==> src/rtl/rx_sd_ctrl_pkg.sv <==
// rx_sd_ctrl_pkg: state encodings and fixed timing constants for the Rx SD sequencer.
// Revision 1.0
`default_nettype none

package rx_sd_ctrl_pkg;

  typedef enum logic [2:0] {
    ST_INIT    = 3'd0,
    ST_IDLE    = 3'd1,
    ST_SETTLE  = 3'd2,
    ST_ACTIVE  = 3'd3,
    ST_HOLDOFF = 3'd4
  } state_t;

  localparam int INIT_RST_CYCLES = 2;

endpackage

`default_nettype wire

==> src/rtl/rx_sd_ctrl.sv <==
// rx_sd_ctrl: sequences the signal-strength detector config/reset and qualifies SD_flag into rx_en.
// Revision 1.0
`default_nettype none

module rx_sd_ctrl
  import rx_sd_ctrl_pkg::*;
#(
  parameter int                          WIDTH            = 16,
  parameter int                          MAX_WINDOW_WIDTH = 8,
  parameter int                          CNT_WIDTH        = 16,
  parameter logic [WIDTH-1:0]            DEF_THRESHOLD    = WIDTH'(2048),
  parameter logic [MAX_WINDOW_WIDTH-1:0] DEF_WINDOW       = MAX_WINDOW_WIDTH'(64)
) (
  input  logic                        clk,
  input  logic                        rst,
  input  logic [WIDTH-1:0]            cfg_threshold,
  input  logic [MAX_WINDOW_WIDTH-1:0] cfg_window,
  input  logic [CNT_WIDTH-1:0]        cfg_settle,
  input  logic [CNT_WIDTH-1:0]        cfg_timeout,
  input  logic                        cfg_update,
  input  logic                        SD_flag,
  input  logic                        frame_done,
  output logic [WIDTH-1:0]            sd_threshold,
  output logic [MAX_WINDOW_WIDTH-1:0] sd_window,
  output logic                        sd_rst,
  output logic                        rx_en,
  output logic                        sync_rst,
  output logic                        timeout_pulse,
  output logic [2:0]                  state
);

  state_t                        r_state;
  logic [CNT_WIDTH-1:0]          r_cnt;
  logic [CNT_WIDTH-1:0]          r_tcnt;
  logic [WIDTH-1:0]              r_shd_thr;
  logic [MAX_WINDOW_WIDTH-1:0]   r_shd_win;
  logic [CNT_WIDTH-1:0]          r_shd_settle;
  logic [CNT_WIDTH-1:0]          r_shd_timeout;
  logic                          r_pending;
  logic [WIDTH-1:0]              r_sd_threshold;
  logic [MAX_WINDOW_WIDTH-1:0]   r_sd_window;
  logic                          r_sd_rst;
  logic                          r_rx_en;
  logic                          r_sync_rst;
  logic                          r_timeout_pulse;

  logic                          w_apply;
  logic [WIDTH-1:0]              w_app_thr;
  logic [MAX_WINDOW_WIDTH-1:0]   w_app_win;
  logic                          w_tmo_hit;
  logic                          w_hold_done;
  logic                          w_tcnt_max;

  // An update arriving in IDLE is applied at once so it beats an SD_flag rise on the same cycle.
  assign w_apply     = r_pending | cfg_update;
  assign w_app_thr   = cfg_update ? cfg_threshold : r_shd_thr;
  assign w_app_win   = cfg_update ? cfg_window    : r_shd_win;
  assign w_tmo_hit   = (r_shd_timeout != '0) && (r_tcnt == r_shd_timeout - CNT_WIDTH'(1));
  assign w_hold_done = (r_sd_window == '0) ||
                       (r_cnt == CNT_WIDTH'(r_sd_window) - CNT_WIDTH'(1));
  assign w_tcnt_max  = &r_tcnt;

  always_ff @(posedge clk) begin
    if (rst) begin
      r_state         <= ST_INIT;
      r_cnt           <= '0;
      r_tcnt          <= '0;
      r_shd_thr       <= DEF_THRESHOLD;
      r_shd_win       <= DEF_WINDOW;
      r_shd_settle    <= '0;
      r_shd_timeout   <= '0;
      r_pending       <= 1'b0;
      r_sd_threshold  <= DEF_THRESHOLD;
      r_sd_window     <= DEF_WINDOW;
      r_sd_rst        <= 1'b1;
      r_rx_en         <= 1'b0;
      r_sync_rst      <= 1'b0;
      r_timeout_pulse <= 1'b0;
    end else begin
      r_sync_rst      <= 1'b0;
      r_timeout_pulse <= 1'b0;
      r_rx_en         <= (r_state == ST_ACTIVE);

      if (cfg_update) begin
        r_shd_thr     <= cfg_threshold;
        r_shd_win     <= cfg_window;
        r_shd_settle  <= cfg_settle;
        r_shd_timeout <= cfg_timeout;
        r_pending     <= 1'b1;
      end

      case (r_state)
        ST_INIT: begin
          if (r_cnt == CNT_WIDTH'(INIT_RST_CYCLES - 1)) begin
            r_state  <= ST_IDLE;
            r_sd_rst <= 1'b0;
            r_cnt    <= '0;
          end else begin
            r_cnt <= r_cnt + CNT_WIDTH'(1);
          end
        end

        ST_IDLE: begin
          if (w_apply) begin
            r_sd_threshold <= w_app_thr;
            r_sd_window    <= w_app_win;
            r_pending      <= 1'b0;
            r_state        <= ST_INIT;
            r_sd_rst       <= 1'b1;
            r_cnt          <= '0;
          end else if (SD_flag) begin
            r_state <= ST_SETTLE;
            r_cnt   <= '0;
          end
        end

        ST_SETTLE: begin
          if (!SD_flag) begin
            r_state <= ST_IDLE;
          end else if (r_cnt == r_shd_settle) begin
            r_state    <= ST_ACTIVE;
            r_sync_rst <= 1'b1;
            r_tcnt     <= '0;
          end else begin
            r_cnt <= r_cnt + CNT_WIDTH'(1);
          end
        end

        ST_ACTIVE: begin
          if (frame_done) begin
            r_tcnt <= '0;
          end else if (!w_tcnt_max) begin
            r_tcnt <= r_tcnt + CNT_WIDTH'(1);
          end
          if (!SD_flag) begin
            r_state <= ST_HOLDOFF;
            r_cnt   <= '0;
          end else if (w_tmo_hit && !frame_done) begin
            r_state         <= ST_HOLDOFF;
            r_timeout_pulse <= 1'b1;
            r_cnt           <= '0;
          end
        end

        ST_HOLDOFF: begin
          if (w_hold_done) begin
            r_state <= ST_IDLE;
            r_cnt   <= '0;
          end else begin
            r_cnt <= r_cnt + CNT_WIDTH'(1);
          end
        end

        default: begin
          r_state  <= ST_INIT;
          r_sd_rst <= 1'b1;
          r_cnt    <= '0;
        end
      endcase
    end
  end

  assign sd_threshold  = r_sd_threshold;
  assign sd_window     = r_sd_window;
  assign sd_rst        = r_sd_rst;
  assign rx_en         = r_rx_en;
  assign sync_rst      = r_sync_rst;
  assign timeout_pulse = r_timeout_pulse;
  assign state         = r_state;

endmodule

`default_nettype wire
==> config.mk <==
export PLATFORM = sky130hd
export DESIGN_NAME = rx_sd_ctrl
export DESIGN_NICKNAME = d
export VERILOG_FILES = /design/src/rtl/rx_sd_ctrl_pkg.sv /design/src/rtl/rx_sd_ctrl.sv
export SDC_FILE = /design/constraint.sdc
export NUM_CORES = 1
export LEC_CHECK = 0
export BUFFER_PORTS_ARGS = -buffer_cell sky130_fd_sc_hd__buf_2
export CORE_UTILIZATION = 40
export DETAILED_ROUTE_END_ITERATION = 8
export PLACE_DENSITY = 0.62
export SLEW_MARGIN = 20
export SYNTH_ARGS = -nofsm -noshare
export SYNTH_HDL_FRONTEND = slang
export SYNTH_SLANG_ARGS = --single-unit
export TNS_END_PERCENT = 5
==> constraint.sdc <==
create_clock -name clk -period 4 [get_ports clk]
set_clock_uncertainty 0.15 [all_clocks]
set_input_delay 0.4 -clock clk [delete_from_list [all_inputs] [get_ports clk]]
set_output_delay 0.4 -clock clk [all_outputs]
set_load 0.05 [all_outputs]
==> metrics.md <==
| Metric | Value |
|---|---|
| RSZ-0062 raised after global routing | no |
| Setup TNS | 0 ns |
| Pwr dens | 536 nW/um^2 |
| Least-Margin Pin Slew | 0.975 ns |
| Startpoint types | register |
| Clock sink count | 120 |
| Postcts setup bufs | 0 |
| Layout overhead on the synthesized area | 17.3% |
| Crit. End Element | register |
| Vias | 5232 |
| ANT cells | 0 |
| Top post-synthesis cells by area | dfxtp_1, mux2i_1, nor2_1, xnor2_1, a211oi_1 |
| Syn Std Cell Area | 6070 um^2 |
| Max Freq | 0.273 GHz |
| Htree depth | 4 |
| Static Leak | 2.93 nW |
| Post-synth EDFFs | 0 |
| Leading area contributor after synthesis | dfxtp_1 |
| Outcome | finished with violations |
| Total Routing Usage GR | 0.199 |
| Hold-fix buffers, CTS | 0 |
| Slew Viols, Final | 0 |
| Top_reg_cell synth | dfxtp_1 |
| First-pass GRT wire length | 24.9 mm |
| Clk Latency, worst-skew pair | 0.43 ns |
| DR iter-0 viols | 325 |
| Root Buffer | clkbuf_16 |
| Post-synthesis register bit count | 120 |
| Async set-reset flop share out of synthesis | 0 |
| Starting density of the core | 0.414 |
| Num CTS Buffers | 17 |
| Vias in the first global route | 4995 |
| Worst-path clk slew | 0.06 ns |
| Post-synth top cells | nor2_1, dfxtp_1, mux2i_1, nand2_1, xnor2_1 |
| Hpwl dp | 10.5 mm |
| 1st-pass router iterations | 6 |
| Final Non-Filler Cells | 963 |
| Peak VDD IR | 393 uV |
| MaxCap Viol Count | 0 |
| Core box area | 14600 um^2 |
| DR DRC count | 14 |
| Layout cells sized above 1 | 0.200 |
| Placement Cell Area | 6550 um^2 |
| Worst min path class | in -> reg |
| Min Clock Period, post-route | 3.66 ns |
| CTS tree | done |
| Die H | 125 um |
| Routed WL | 15.0 mm |
| RePlAce Congestion | 0.864 |
| Die Footprint | 15700 um^2 |
| Slew headroom | 0.350 |
| Synth warnings | 0 |
| R2R Setup Slk | 0.34 ns |
| Final #Nets | 834 |
| Post-route cell area | 7120 um^2 |
| Cell row count | 44 |
| Max clock buf depth | 2 |
| ANT nets after route | 0 |
| Sequential-to-total area share from yosys stat | 0.396 |
| Fin. Hold Viols | 0 |
| Synth top area share | 0.396 |
| Congestion Overflow GR | 0 |
| Mapped Avg Cell Area | 8.73 um^2 |
| DR WL/cell | 15.6 um |
| Vias per inst | 5.43 |
| Port-buffer cells | 91 |
| CP Class | reg -> reg |
| Worst EP required | 4.22 ns |
| CTS resizes | 0 |
| CP max FO | 14 |
| Post-Place Cells | 931 |
| I/O pin total | 92 |
| Most frequent cell after synthesis | nor2_1 |
| Crit path arrival time | 3.88 ns |
| Setup Viol. Count Final | 0 |
| Unique masters post-synth | 66 |
| Die span in x | 125 um |
| Pin count of the biggest net entering global routing | 94 |
| Initial antenna violation count | 0 |
| Syn nets | 763 |
| Post-route total power | 3.81 mW |
| Period utilisation layout | 0.916 |
| Cell count after synthesis | 695 |
| Failing checks | design-rule violations |
-- routing by layer --
metal	vias to the layer above	wire (um)	GRT usage
met5	-	0	0
met4	0	244	0.0839
met3	17	994	0.0638
met2	124	6640	0.308
met1	2450	7120	0.255
li1	2641	-	-
-- critical path, cell delays in order (launching register included) --
cell	delay [ns]
dfxtp_1	0.37
inv_1	0.10
ha_1	0.21
nor3b_1	0.73
nor4b_1	0.47
xnor2_1	0.17
mux2i_1	0.09
a32oi_1	0.38
o31ai_4	0.12
a21oi_2	0.56
a21bo_2	0.24
-- path summary, 6_finish.rpt --
| check | from | depth (start not counted) | to |
|---|---|---|---|
| worst max register to register | r_shd_timeout[0] | 10 | r_cnt[15] |
| worst min-delay path | cfg_timeout[3] | 3 | r_shd_timeout[3] |
| worst max-delay path | r_shd_timeout[0] | 10 | r_cnt[15] |
| worst min register to register | r_shd_thr[11] | 2 | r_shd_thr[11] |
-- cells in the final DEF (no fill, tap or decap), types with 6 or more instances in the layout --
cell type and count:
a211oi_1 28, a21oi_1 14, a311oi_1 10, and3_1 9
buf_2 90, buf_4 8, clkbuf_16 17, dfxtp_1 120
ha_1 7, inv_1 12, mux2i_1 59, nand2_1 44
nand2b_1 6, nand3_1 29, nand4_1 9, nor2_1 121
nor3_1 20, nor4_1 12, o21ai_0 12, xnor2_1 36
xor2_1 10
-- metrics by stage --
stage / utilization / hold slack (ns) / setup WS, ns
final: 0.486 / 0.0620 / 0.338
after global routing: 0.486 / 0.0637 / 0.0388
after CTS: 0.486 / 0.0507 / 0.331
after detailed placement: 0.447 / 0.316 / 0.352
after global placement: 0.447 / 0.300 / 0.445
after floorplan: - / 0.288 / 0.630
-- registers in the layout (all words and copies together) (netlist names) --
| register | flops |
|---|---|
| sd_rst | 1 |
| r_shd_thr | 16 |
| rx_en | 1 |
| sync_rst | 1 |
| r_pending | 1 |
| r_shd_timeout | 16 |
| sd_threshold | 16 |
| timeout_pulse | 1 |
| r_cnt | 16 |
| sd_window | 8 |
| state | 3 |
| r_tcnt | 16 |
| r_shd_win | 8 |
| r_shd_settle | 16 |
-- cells by family after synthesis --
group,share of synthesized area
and+or+nand+nor,0.227
DFF,0.396
AOI/OAI and AO/OA,0.144
muxes,0.101
buffers and inverters,0.0515
xor gates and xnor gates,0.0664
adders and majority gates,0.0144
-- report_power, final --
group	leakage [nW]	switching, mW	total (mW)	internal, mW
Combinational	1.68	0.613	0.936	0.323
Sequential	0.982	0.121	1.43	1.31
Clock	0.270	0.576	1.45	0.874
Total	2.93	1.31	3.81	2.50
-- area by class of cell --
class / count / area [um^2]
multi-input combinational: 516 / 3360
timing repair buffer: 98 / 510
clock inverter: 13 / 124
inverter: 13 / 48.8
clock buffer: 19 / 443
sequential: 120 / 2400
tap: 184 / 230
fill: 1399 / 7530
No activity file was read; power rests on OpenSTA's default activity.
